--- src/rtl/board_vga_renderer.sv ---
// Renders a 16x16 Game of Life board as a 640x480@60Hz VGA image, with one board snapshot per frame.
// Optional macro GRID_LINES_EN draws a grey grid on the first pixel row/column of every cell.
module board_vga_renderer #(
    parameter int CLK_DIV = 4,
    parameter int CELL_PX = 24,
    parameter int X_OFF   = 128,
    parameter int Y_OFF   = 48
) (
    input  logic         ClkPort,
    input  logic         reset,
    input  logic [255:0] board_i,
    output logic         hsync,
    output logic         vsync,
    output logic [3:0]   vga_r,
    output logic [3:0]   vga_g,
    output logic [3:0]   vga_b,
    output logic         frame_start_o
);

    localparam int DIV_W = (CLK_DIV > 1) ? $clog2(CLK_DIV) : 1;
    localparam int SUB_W = (CELL_PX > 1) ? $clog2(CELL_PX) : 1;

    localparam logic [DIV_W-1:0] DIV_LAST = DIV_W'(CLK_DIV - 1);
    localparam logic [SUB_W-1:0] SUB_LAST = SUB_W'(CELL_PX - 1);

    localparam logic [9:0] H_LAST = 10'd799;
    localparam logic [9:0] V_LAST = 10'd524;
    localparam logic [9:0] H_ACT  = 10'd640;
    localparam logic [9:0] V_ACT  = 10'd480;
    localparam logic [9:0] HS_LO  = 10'd656;
    localparam logic [9:0] HS_HI  = 10'd751;
    localparam logic [9:0] VS_LO  = 10'd490;
    localparam logic [9:0] VS_HI  = 10'd491;
    localparam logic [9:0] X_LO   = 10'(X_OFF);
    localparam logic [9:0] X_HI   = 10'(X_OFF + 16 * CELL_PX);
    localparam logic [9:0] Y_LO   = 10'(Y_OFF);
    localparam logic [9:0] Y_HI   = 10'(Y_OFF + 16 * CELL_PX);

    localparam logic [11:0] RGB_BLANK = 12'h000;
    localparam logic [11:0] RGB_BACK  = 12'h004;
    localparam logic [11:0] RGB_LIVE  = 12'h0F0;
    localparam logic [11:0] RGB_DEAD  = 12'h111;
    localparam logic [11:0] RGB_GRID  = 12'h444;

    logic [DIV_W-1:0] div_reg, div_next;
    logic [9:0]       hcnt_reg, hcnt_next;
    logic [9:0]       vcnt_reg, vcnt_next;
    logic [SUB_W-1:0] col_sub_reg, col_sub_next;
    logic [3:0]       col_idx_reg, col_idx_next;
    logic [SUB_W-1:0] row_sub_reg, row_sub_next;
    logic [3:0]       row_idx_reg, row_idx_next;
    logic [255:0]     snap_reg;
    logic             hsync_reg, hsync_next;
    logic             vsync_reg, vsync_next;
    logic [11:0]      rgb_reg, rgb_next;

    logic tick;
    logic line_end;
    logic in_x;
    logic in_y;
    logic active;
    logic snap_now;
    logic live;

    assign tick     = (div_reg == DIV_LAST);
    assign line_end = (hcnt_reg == H_LAST);
    assign in_x     = (hcnt_reg >= X_LO) && (hcnt_reg < X_HI);
    assign in_y     = (vcnt_reg >= Y_LO) && (vcnt_reg < Y_HI);
    assign active   = (hcnt_reg < H_ACT) && (vcnt_reg < V_ACT);
    assign snap_now = tick && (hcnt_reg == 10'd0) && (vcnt_reg == V_ACT);
    assign live     = snap_reg[{row_idx_reg, col_idx_reg}];

    // Counter advance. Cell sub-counters are held at zero outside the board so
    // they start cleanly at the board edge; the index wraps 15->0 on exit.
    always_comb begin
        div_next     = tick ? '0 : div_reg + DIV_W'(1);
        hcnt_next    = hcnt_reg;
        vcnt_next    = vcnt_reg;
        col_sub_next = col_sub_reg;
        col_idx_next = col_idx_reg;
        row_sub_next = row_sub_reg;
        row_idx_next = row_idx_reg;
        if (tick) begin
            hcnt_next = line_end ? 10'd0 : hcnt_reg + 10'd1;
            if (in_x) begin
                col_sub_next = (col_sub_reg == SUB_LAST) ? '0 : col_sub_reg + SUB_W'(1);
                if (col_sub_reg == SUB_LAST) begin
                    col_idx_next = col_idx_reg + 4'd1;
                end
            end else begin
                col_sub_next = '0;
                col_idx_next = 4'd0;
            end
            if (line_end) begin
                vcnt_next = (vcnt_reg == V_LAST) ? 10'd0 : vcnt_reg + 10'd1;
                if (in_y) begin
                    row_sub_next = (row_sub_reg == SUB_LAST) ? '0 : row_sub_reg + SUB_W'(1);
                    if (row_sub_reg == SUB_LAST) begin
                        row_idx_next = row_idx_reg + 4'd1;
                    end
                end else begin
                    row_sub_next = '0;
                    row_idx_next = 4'd0;
                end
            end
        end
    end

    // Pixel colour and sync, computed from the pre-increment counters.
    always_comb begin
        hsync_next = !((hcnt_reg >= HS_LO) && (hcnt_reg <= HS_HI));
        vsync_next = !((vcnt_reg >= VS_LO) && (vcnt_reg <= VS_HI));
        rgb_next   = RGB_BLANK;
        if (active) begin
            if (in_x && in_y) begin
`ifdef GRID_LINES_EN
                if ((col_sub_reg == '0) || (row_sub_reg == '0)) begin
                    rgb_next = RGB_GRID;
                end else begin
                    rgb_next = live ? RGB_LIVE : RGB_DEAD;
                end
`else
                rgb_next = live ? RGB_LIVE : RGB_DEAD;
`endif
            end else begin
                rgb_next = RGB_BACK;
            end
        end
    end

    always_ff @(posedge ClkPort or posedge reset) begin
        if (reset) begin
            div_reg     <= '0;
            hcnt_reg    <= 10'd0;
            vcnt_reg    <= 10'd0;
            col_sub_reg <= '0;
            col_idx_reg <= 4'd0;
            row_sub_reg <= '0;
            row_idx_reg <= 4'd0;
            snap_reg    <= '0;
            hsync_reg   <= 1'b1;
            vsync_reg   <= 1'b1;
            rgb_reg     <= RGB_BLANK;
        end else begin
            div_reg     <= div_next;
            hcnt_reg    <= hcnt_next;
            vcnt_reg    <= vcnt_next;
            col_sub_reg <= col_sub_next;
            col_idx_reg <= col_idx_next;
            row_sub_reg <= row_sub_next;
            row_idx_reg <= row_idx_next;
            if (tick) begin
                hsync_reg <= hsync_next;
                vsync_reg <= vsync_next;
                rgb_reg   <= rgb_next;
            end
            if (snap_now) begin
                snap_reg <= board_i;
            end
        end
    end

    assign hsync         = hsync_reg;
    assign vsync         = vsync_reg;
    assign vga_r         = rgb_reg[11:8];
    assign vga_g         = rgb_reg[7:4];
    assign vga_b         = rgb_reg[3:0];
    assign frame_start_o = snap_now;

endmodule

--- config.mk ---
export PLATFORM = sky130hd
export DESIGN_NAME = board_vga_renderer
export DESIGN_NICKNAME = d
export VERILOG_FILES = /design/src/rtl/board_vga_renderer.sv
export SDC_FILE = /design/constraint.sdc
export NUM_CORES = 1
export LEC_CHECK = 0
export ABC_AREA = 1
export CORE_ASPECT_RATIO = 1.25
export CORE_MARGIN = 1.5
export CORE_UTILIZATION = 33
export CTS_CLUSTER_DIAMETER = 80
export DETAILED_ROUTE_END_ITERATION = 7
export GPL_TIMING_DRIVEN = 0
export PLACE_DENSITY_LB_ADDON = 0.08
export SYNTH_ARGS = -nofsm -noshare
export SYNTH_HDL_FRONTEND = slang
export SYNTH_SLANG_ARGS = --single-unit
--- constraint.sdc ---
create_clock -name ClkPort -period 11.4 [get_ports ClkPort]
set_input_delay 1.14 -clock ClkPort [delete_from_list [all_inputs] [get_ports ClkPort]]
set_output_delay 1.14 -clock ClkPort [all_outputs]
set_load 0.05 [all_outputs]
==> results of run 1 <==
[worst max-delay path by stage]
stage,slack [ns],start,to,cells after the start
4_1_cts,6.90,vcnt_reg[0],frame_start_o,8
2_1_floorplan,1.92,reset,col_idx_reg[0],1
3_3_place_gp,-2.43,reset,vcnt_reg[5],2
3_5_place_dp,7.49,vcnt_reg[0],frame_start_o,8
6_report,6.96,vcnt_reg[0],frame_start_o,8
5_1_grt,6.79,vcnt_reg[0],frame_start_o,8
[through the flow]
step / std cells / power (mW) / worst slack, ns
detailed placement: 2795 / 1.220 / 7.485
global route: 2858 / 2.388 / 6.786
global placement: 2792 / 1.217 / -2.426
floorplan: 1953 / 1.112 / 1.917
CTS: 2858 / 2.341 / 6.904
finish: 2859 / 2.319 / 6.959
[metal layers]
metal,routed length (um),GRT usage,share of wire,vias to the layer above
met3,3189,0.03192,0.057,92
met1,24100,0.3242,0.43,6637
met5,0,0,0,-
li1,-,-,-,6754
met2,26670,0.4182,0.48,450
met4,1886,0.08925,0.034,0
[critical path, cell delays in order, from the launching register on]
cell,delay [ns]
dfrtp_1,0.38
inv_1,0.12
ha_1,0.19
inv_1,0.06
nor4_1,0.26
nand3_1,0.42
inv_2,0.23
buf_2,0.27
clkdlybuf4s50_1,0.85
[cell type report]
class / instances / share of cell area
antenna: 1 / 0.0001301
buffer: 121 / 0.03526
clock buffer: 53 / 0.05536
clock inverter: 10 / 0.003643
inverter: 52 / 0.01054
multi-input combinational: 1478 / 0.3216
sequential: 302 / 0.3930
tap: 572 / 0.03721
timing repair buffer: 270 / 0.1432
[placed cells by master, fill, tap and decap left out, drive strengths merged, types with 4 or more instances in the layout]
| cell type | count |
|---|---|
| o22ai | 4 |
| xor2 | 7 |
| nor2 | 26 |
| buf | 107 |
| nor3 | 16 |
| clkbuf | 70 |
| clkinv | 9 |
| ha | 9 |
| nand2 | 1081 |
| clkdlybuf4s50 | 267 |
| nand4 | 9 |
| dfrtp | 300 |
| o21ai | 21 |
| a21oi | 17 |
| nand3 | 269 |
| inv | 51 |
| conb | 5 |
[logic make-up after synthesis]
family | count (synthesis)
AO/OA/AOI/OAI | 50
XOR/XNOR | 9
adder cells (fa/ha/maj) | 9
buffers and inverters | 173
flip-flops | 302
multiplexers | 1
other | 1
AND/OR/NAND/NOR | 1404
[report_power, final]
part / internal [mW] / total, mW / switching (mW)
registers: 1.07 / 1.07 / 0
clock network: 0.648 / 1.12 / 0.473
logic: 0.0808 / 0.127 / 0.0459
total: 1.80 / 2.32 / 0.519
==> impl_results.md, run 1 <==
- DP HPWL: 39970 um
- # clock sinks: 302
- Reg2reg start: col_idx_reg[2]
- Number of synthesized flops with an enable pin: 0
- CTS tree: yes
- Min Tclk post-route: 4.441 ns
- Register area: 7560 um^2
- Peak supply drop: 0.00008446 V
- Clock Path Buffers: 3
- Routed Antenna Nets: 0
- NumNets Final: 2527
- Sequential-to-total area share from yosys stat: 0.5176
- Leading area contributor after synthesis: dfrtp_1
- Row count: 86
- I/O Pins: 273
- FILL cells: 4622
- Final hold violation count: 0
- Asr flop ratio synth: 1.000
- Adder-Cell Fraction of Synth Area: 0.007711
- F_max: 0.2252 GHz
- Placed Instance Area: 18100 um^2
- CP Max Fanout: 10
- Status: finished, final reports clean
- Yosys top cell area share: 0.5141
- Crit path launch type: flop
- Final worst-path cycle share: 0.3895
- R2R depth: 12
- Clk pin slew, worst setup/hold paths: 0.06 ns
- Post-Route WL: 55850 um
- Core Region: 43900 um^2
- Grt total ovfl: 0
- Ys Warns: 0
- Vias in the first global route: 14.19k
- Measured slew at the worst slew-check pin: 1.038 ns
- Sum of negative setup slack: 0 ns
- Register bit total from synthesis: 302
- Post-synthesis compound-gate area fraction: 0.01919
- Worst reg2reg path endpoint: rgb_reg[0]
- Setup bufs post-CTS: 0
- Post-synth top flop: dfrtp_1
- Setup Crit Path Kind: reg2out
- Num CTS Buffers: 35
- First-pass GRT wire length: 84170 um
- Initial Utilization: 0.3326
- Max reg flops: 256
- Multiplexer share of the synthesized area: 0.0006854
- Tightest Hold Check Type: reg2reg
- Post-Syn Area: 14600 um^2
- Die span in x: 191.2 um
- DRC viols: 0
- Area Growth Syn to Fin: 31.71%
- Total Routing Usage GR: 0.2478
- Max Cap Viol: 0
- Later-pin clock latency in the skew report: 0.54 ns
- Final setup fails: 0
- Leakage power: 9.033 nW
- First-pass DRT Iterations: 6
- CTS Hold Bufs: 0
- Setup crit end kind: output pin
- Skew final: 0.02565 ns
- Worst hold path depth: 1
- Largest family of logic cells by synthesized area: simple AND/OR/NAND/NOR gates
- CP arrival: 3.30 ns
- Synth Instances: 1949
- DR WL/cell: 19.53 um
- PostCTS Resize Cnt: 0
- WHS: 0.4412 ns
- R2R Setup Slk: 8.48 ns
- Post-synthesis simple-gate area fraction: 0.3893
- Die area: 45530 um^2
- Commonest cells in the netlist: 1080 x nand2_1, 300 x dfrtp_1, 268 x nand3_1, 62 x buf_2, 46 x inv_1
- Initial antenna violation count: 1
- Hold EP: div_reg[0]
- Largest net degree at the start of global routing: 99
- Die height: 238.2 um
- Area contributors post-synth: dfrtp_1 51%, nand2_1 28%, nand3_1 9.2%
- Fraction of layout cells with a size suffix above 1: 0.07612
- Average cell area after synthesis: 7.493 um^2
- Yosys cell types: 38
- Final core occ: 0.4381
- Xor/xnor share of the synthesized area: 0.005398
- Footprint of the multi-input gates: 6186 um^2
- Count leader, synth: nand2_1
- Slew Viols, Final: 0
- Initial drt markers: 955
- Vias: 13.93k
- Port bufs: 267
- Vias per cell: 4.873
- CTS Root Cell: clkbuf_16
- Critical Path RT: 10.26 ns
- Pwr/cell area: 120.6 nW/um^2
- Htree depth: 2
- Slew Limit Headroom: 0.3083
- RSZ-0062 raised after global routing: false
- Finished Cell Area: 19230 um^2
- Gpl congestion: 0.8543
- HP Start: div_reg[0]
Power figures use the tool's default switching activity.
==> run 2, diff against run 1 <==
clock period = 4.3 ns   (was 11.4 ns; I/O delays follow)
==> impl_results.md, run 2 (synthesis gave the netlist of run 1 again) <==
- Status: finished, final reports clean
- I/O Pins: 273 (unchanged)
- Final Power: 6.380 mW (+180%)
- Critical Path RT: 3.87 ns (-6.39 ns)
- Routed Antenna Nets: 0 (unchanged)
- Gpl congestion: 0.8400 (-1.7%)
- Critical-path cell list: nand2_1 -> nor3_1 -> nand3_1 -> inv_2 -> buf_2 -> clkdlybuf4s50_1
- Setup bufs post-CTS: 0 (unchanged)
- First-pass DRT Iterations: 5 (-1)
- Placement Setup Slack: 1.064 ns (-6.421 ns)
- R2R Setup Slk: 1.46 ns (-7.02 ns)
- Tightest Hold Check Type: in2async
- Largest net degree at the start of global routing: 42 (-58%)
- CP Max Fanout: 10 (unchanged)
- Pwr/cell area: 328.8 nW/um^2 (+170%)
- Fraction of layout cells with a size suffix above 1: 0.07776 (+0.001648)
- RSZ-0062 raised after global routing: false
- Largest stage delay, worst path: 0.85 ns (about the same)
- CP arrival: 3.40 ns (+0.10 ns)
- Final hold violation count: 0 (unchanged)
- CTS Root Cell: clkbuf_16
- Reg2reg start: col_idx_reg[2]
- DP HPWL: 40360 um (+0.99%)
- Placed Instance Area: 18200 um^2 (+0.56%)
- Sum of negative setup slack: 0 ns (unchanged)
- Slowest cell on crit path: clkdlybuf4s50_1
- Row count: 86 (unchanged)
- Port bufs: 267 (unchanged)
- Vias: 13.93k (unchanged)
- Leakage power: 9.111 nW (+0.87%)
- PostCTS Resize Cnt: 0 (unchanged)
- Slew Limit Headroom: 0.2908 (-0.01752)
- Post-Route WL: 55970 um (+0.21%)
- Slew Viols, Final: 0 (unchanged)
- R2R depth: 12 (unchanged)
- Crit path launch type: flop
- CTS Hold Bufs: 0 (unchanged)
- Clk pin slew, worst setup/hold paths: 0.06 ns (about the same)
- Setup crit end kind: output pin
- Htree depth: 2 (unchanged)
- # clock sinks: 302 (unchanged)
- Core Region: 43900 um^2 (unchanged)
- Vias per cell: 4.868 (-0.10%)
- Post-route insts no fill: 2862 (+0.10%)
- Setup Crit Path Kind: reg2out
- Initial drt markers: 1094 (+15%)
- DRC viols: 0 (unchanged)
- DR WL/cell: 19.55 um (+0.10%)
- Initial antenna violation count: 1 (unchanged)
- Final worst-path cycle share: 0.8909
- Worst reg2reg path endpoint: rgb_reg[0]
- Most frequent cells in the layout: 1080 x nand2_1, 300 x dfrtp_1, 268 x nand3_1
- Most common cell after layout, fill and taps aside: nand2_1
- Min Tclk post-route: 3.831 ns
- Worst Path Buf+Inv: 3 (-2)
- CTS tree: yes
- Final setup fails: 0 (unchanged)
- Total Routing Usage GR: 0.2463 (-0.001461)
- Die area: 45530 um^2 (unchanged)
- Num CTS Buffers: 35 (unchanged)
- Placed Instances: 2801 (+0.21%)
- Initial Utilization: 0.3326 (unchanged)
- Max Cap Viol: 0 (unchanged)
- Die span in x: 191.2 um (unchanged)
- Final core occ: 0.4420 (+0.003904)
- Max reg flops: 256 (unchanged)
- Area Growth Syn to Fin: 32.88%
- WHS: 0.2476 ns (-0.1937 ns)
- Peak supply drop: 0.0002158 V (+160%)
- F_max: 0.2610 GHz
- First-pass GRT wire length: 83440 um (-0.87%)
- Grt total ovfl: 0 (unchanged)
- Measured slew at the worst slew-check pin: 1.064 ns (+0.02628 ns)
- Later-pin clock latency in the skew report: 0.54 ns (about the same)
- Clock Path Buffers: 3 (unchanged)
- Finished Cell Area: 19410 um^2 (+0.89%)
- Die height: 238.2 um (unchanged)
- Vias in the first global route: 14.08k (-0.79%)
- NumNets Final: 2533 (+0.24%)
- Skew final: 0.01950 ns (-0.006143 ns)
- Family with the most delay on the worst path: buffers and inverters
- Final worst slack: 0.4691 ns (-6.490 ns)
## run 2: changes by cell type in the layout (fill, tap and decap cells not counted)
cell / delta
inv_8: -1
clkinv_8: -1
clkbuf_16: +1
clkbuf_1: -1
clkbuf_8: -5
inv_6: -1
buf_12: +8
bufinv_16: +5
buf_16: -2
## run 2: cell type report
type / instances / area [um^2]
sequential: 302 / 7560
tap: 572 / 715.7
inverter: 52 / 198.9
clock buffer: 48 / 1017
antenna: 1 / 2.502
clock inverter: 12 / 187.7
buffer: 121 / 678.2
fill: 4495 / 24500
timing repair buffer: 276 / 2860
multi-input combinational: 1478 / 6186
## run 2: worst max path at each step
stage	end	startpoint	cells after the start
2_1_floorplan	col_idx_reg[0]	reset	1
3_3_place_gp	vcnt_reg[5]	reset	2
3_5_place_dp	frame_start_o	vcnt_reg[1]	8
4_1_cts	frame_start_o	vcnt_reg[1]	8
5_1_grt	frame_start_o	vcnt_reg[1]	8
6_report	frame_start_o	vcnt_reg[5]	6
## run 2: metal layers
layer,routed length (um),vias to the layer above,track usage
li1,-,6746,-
met1,23980,6634,0.3203
met2,27110,454,0.4191
met3,3114,99,0.03471
met4,1757,0,0.08168
met5,0,-,0
## run 2: power by group
part	switching (mW)	total, mW	internal [mW]	leakage, nW
sequential	0	2.84	2.84	2.86
combinational	0.123	0.346	0.224	5.66
clock	1.24	3.19	1.95	0.593
==> run 3, diff against run 2 <==
CORE_MARGIN = 2   (was 1.5)
DONT_BUFFER_PORTS = 1   (was unset)
SLEW_MARGIN = 20   (was unset)
==> impl_results.md, run 3 (synthesis gave the netlist of run 1 again) <==
- Initial antenna violation count: 5 (+4)
- Crit path launch type: flop
- Largest net degree at the start of global routing: 33 (-21%)
- Peak supply drop: 0.0002353 V (+9.0%)
- CP arrival: 2.56 ns (-0.84 ns)
- PostCTS Resize Cnt: 0 (unchanged)
- Critical Path RT: 3.87 ns (about the same)
- CTS Root Cell: clkbuf_16
- Initial Utilization: 0.3326 (unchanged)
- # clock sinks: 302 (unchanged)
- Tightest Hold Check Type: in2reg
- Leakage power: 8.442 nW (-7.3%)
- Final setup fails: 0 (unchanged)
- Slew Limit Headroom: 0.2423 (-0.04853)
- Skew final: 0.01145 ns (-0.008054 ns)
- Final worst-path cycle share: 0.6942 (-0.1967)
- Port bufs: 0 (-100%)
- Initial drt markers: 966 (-12%)
- Setup crit end kind: output pin
- Vias per cell: 4.941 (+1.5%)
- Htree depth: 2 (unchanged)
- Setup bufs post-CTS: 0 (unchanged)
- F_max: 0.3350 GHz (+28%)
- Core Region: 43900 um^2 (unchanged)
- Clk pin slew, worst setup/hold paths: 0.06 ns (about the same)
- Row count: 86 (unchanged)
- Measured slew at the worst slew-check pin: 1.137 ns (+0.07279 ns)
- Slew Viols, Final: 0 (unchanged)
- FILL cells: 4703 (+4.6%)
- Pwr/cell area: 343.4 nW/um^2 (+4.5%)
- Most frequent cells in the layout: 1080 x nand2_1, 300 x dfrtp_1, 268 x nand3_1
- Clock Path Buffers: 3 (unchanged)
- Die height: 239.2 um (+0.42%)
- Sum of negative setup slack: 0 ns (unchanged)
- Total Routing Usage GR: 0.2475 (+0.001196)
- Vias: 13.30k (-4.5%)
- I/O Pins: 273 (unchanged)
- RSZ-0062 raised after global routing: false
- Gpl congestion: 0.8801 (+4.8%)
- Vias in the first global route: 13.45k (-4.5%)
- NumNets Final: 2359 (-6.9%)
- Grt total ovfl: 0 (unchanged)
- Routed Antenna Nets: 0 (unchanged)
- Ant diodes: 0 (-1)
- DRC viols: 0 (unchanged)
- Max Cap Viol: 0 (unchanged)
- CTS Hold Bufs: 89 (+89)
- First-pass GRT wire length: 83650 um (+0.25%)
- Fraction of layout cells with a size suffix above 1: 0.08443 (+0.006671)
- Status: finished, final reports clean
- DR WL/cell: 20.82 um (+6.5%)
- Post-Route WL: 56060 um (+0.17%)
- Max reg flops: 256 (unchanged)
- CP Max Fanout: 10 (unchanged)
- WHS: 0.01256 ns (-0.2350 ns)
- Later-pin clock latency in the skew report: 0.53 ns (about the same)
- Area Growth Syn to Fin: 20.67%
- First-pass DRT Iterations: 5 (unchanged)
- DP HPWL: 40300 um (-0.15%)
- Die area: 45960 um^2 (+0.95%)
- CTS tree: yes
- Final hold violation count: 0 (unchanged)
- Num CTS Buffers: 37 (+5.7%)
- Most common cell after layout, fill and taps aside: nand2_1
- Die span in x: 192.2 um (+0.52%)
- Setup Crit Path Kind: reg2out
- Min Tclk post-route: 2.985 ns (-0.8458 ns)
run 3: cell count changes in the layout (fill, tap and decap cells not counted), moves of 2 or more:
cell | before | now
dlygate4sd3_1 | 0 | 89
inv_6 | 0 | 2
clkbuf_1 | 23 | 31
bufinv_16 | 5 | 0
clkbuf_16 | 37 | 39
clkdlybuf4s50_1 | 267 | 0
run 3: power breakdown:
| part | total (mW) | internal [mW] | leakage [nW] | switching [mW] |
|---|---|---|---|---|
| registers | 2.84 | 2.84 | 2.86 | 0 |
| logic | 0.170 | 0.0792 | 5.01 | 0.0911 |
| clock network | 3.04 | 1.78 | 0.573 | 1.26 |
| total | 6.05 | 4.70 | 8.44 | 1.35 |
run 3: metal layers:
metal | GRT usage | part of all wire | up-vias
li1 | - | - | 6410
met1 | 0.3277 | 0.43 | 6377
met2 | 0.4204 | 0.48 | 407
met3 | 0.03590 | 0.058 | 97
met4 | 0.06916 | 0.028 | 10
met5 | 0 | 0.00098 | -
run 3: final timing paths:
check,from,slack (ns),to,depth (start not counted)
max,vcnt_reg[0],1.31,frame_start_o,7
min,board_i[249],0.01,snap_reg[249],2
max reg2reg,col_idx_reg[2],1.40,rgb_reg[0],12
min reg2reg,div_reg[0],0.42,div_reg[0],1
max in group asynchronous,reset,2.61,vsync,6
min in group asynchronous,reset,0.42,snap_reg[202],2
run 3: final cells by class:
class	instances	area [um^2]	share of cell area
Buffer	121	678.2	0.03848
Sequential cell	302	7560	0.4290
Tap cell	572	715.7	0.04061
Clock buffer	59	1111	0.06305
Multi-Input combinational cell	1478	6186	0.3510
Inverter	52	198.9	0.01129
Clock inverter	8	47.55	0.002698
Timing Repair Buffer	100	1126	0.06390
run 3: worst max-delay path, cell delays in order (launching register included):
cell and delay [ns]:
dfrtp_1 0.38, inv_1 0.12, ha_1 0.18, inv_1 0.06, nor4_1 0.26, nand3_1 0.37
inv_2 0.21, buf_2 0.43
run 3: through the flow:
| step | area [um^2] | setup WS, ns | power (mW) | utilization | cells |
|---|---|---|---|---|---|
| 3_5_place_dp | 15570 | 1.331 | 2.996 | 0.3547 | 2536 |
| 5_1_grt | 17620 | 1.122 | 6.241 | 0.4014 | 2692 |
| 3_3_place_gp | 15340 | -2.304 | 2.972 | 0.3494 | 2525 |
| 2_1_floorplan | 14620 | -0.1434 | 2.950 | - | 1953 |
| 4_1_cts | 17620 | 1.288 | 6.117 | 0.4014 | 2692 |
| 6_report | 17620 | 1.315 | 6.052 | 0.4014 | 2692 |
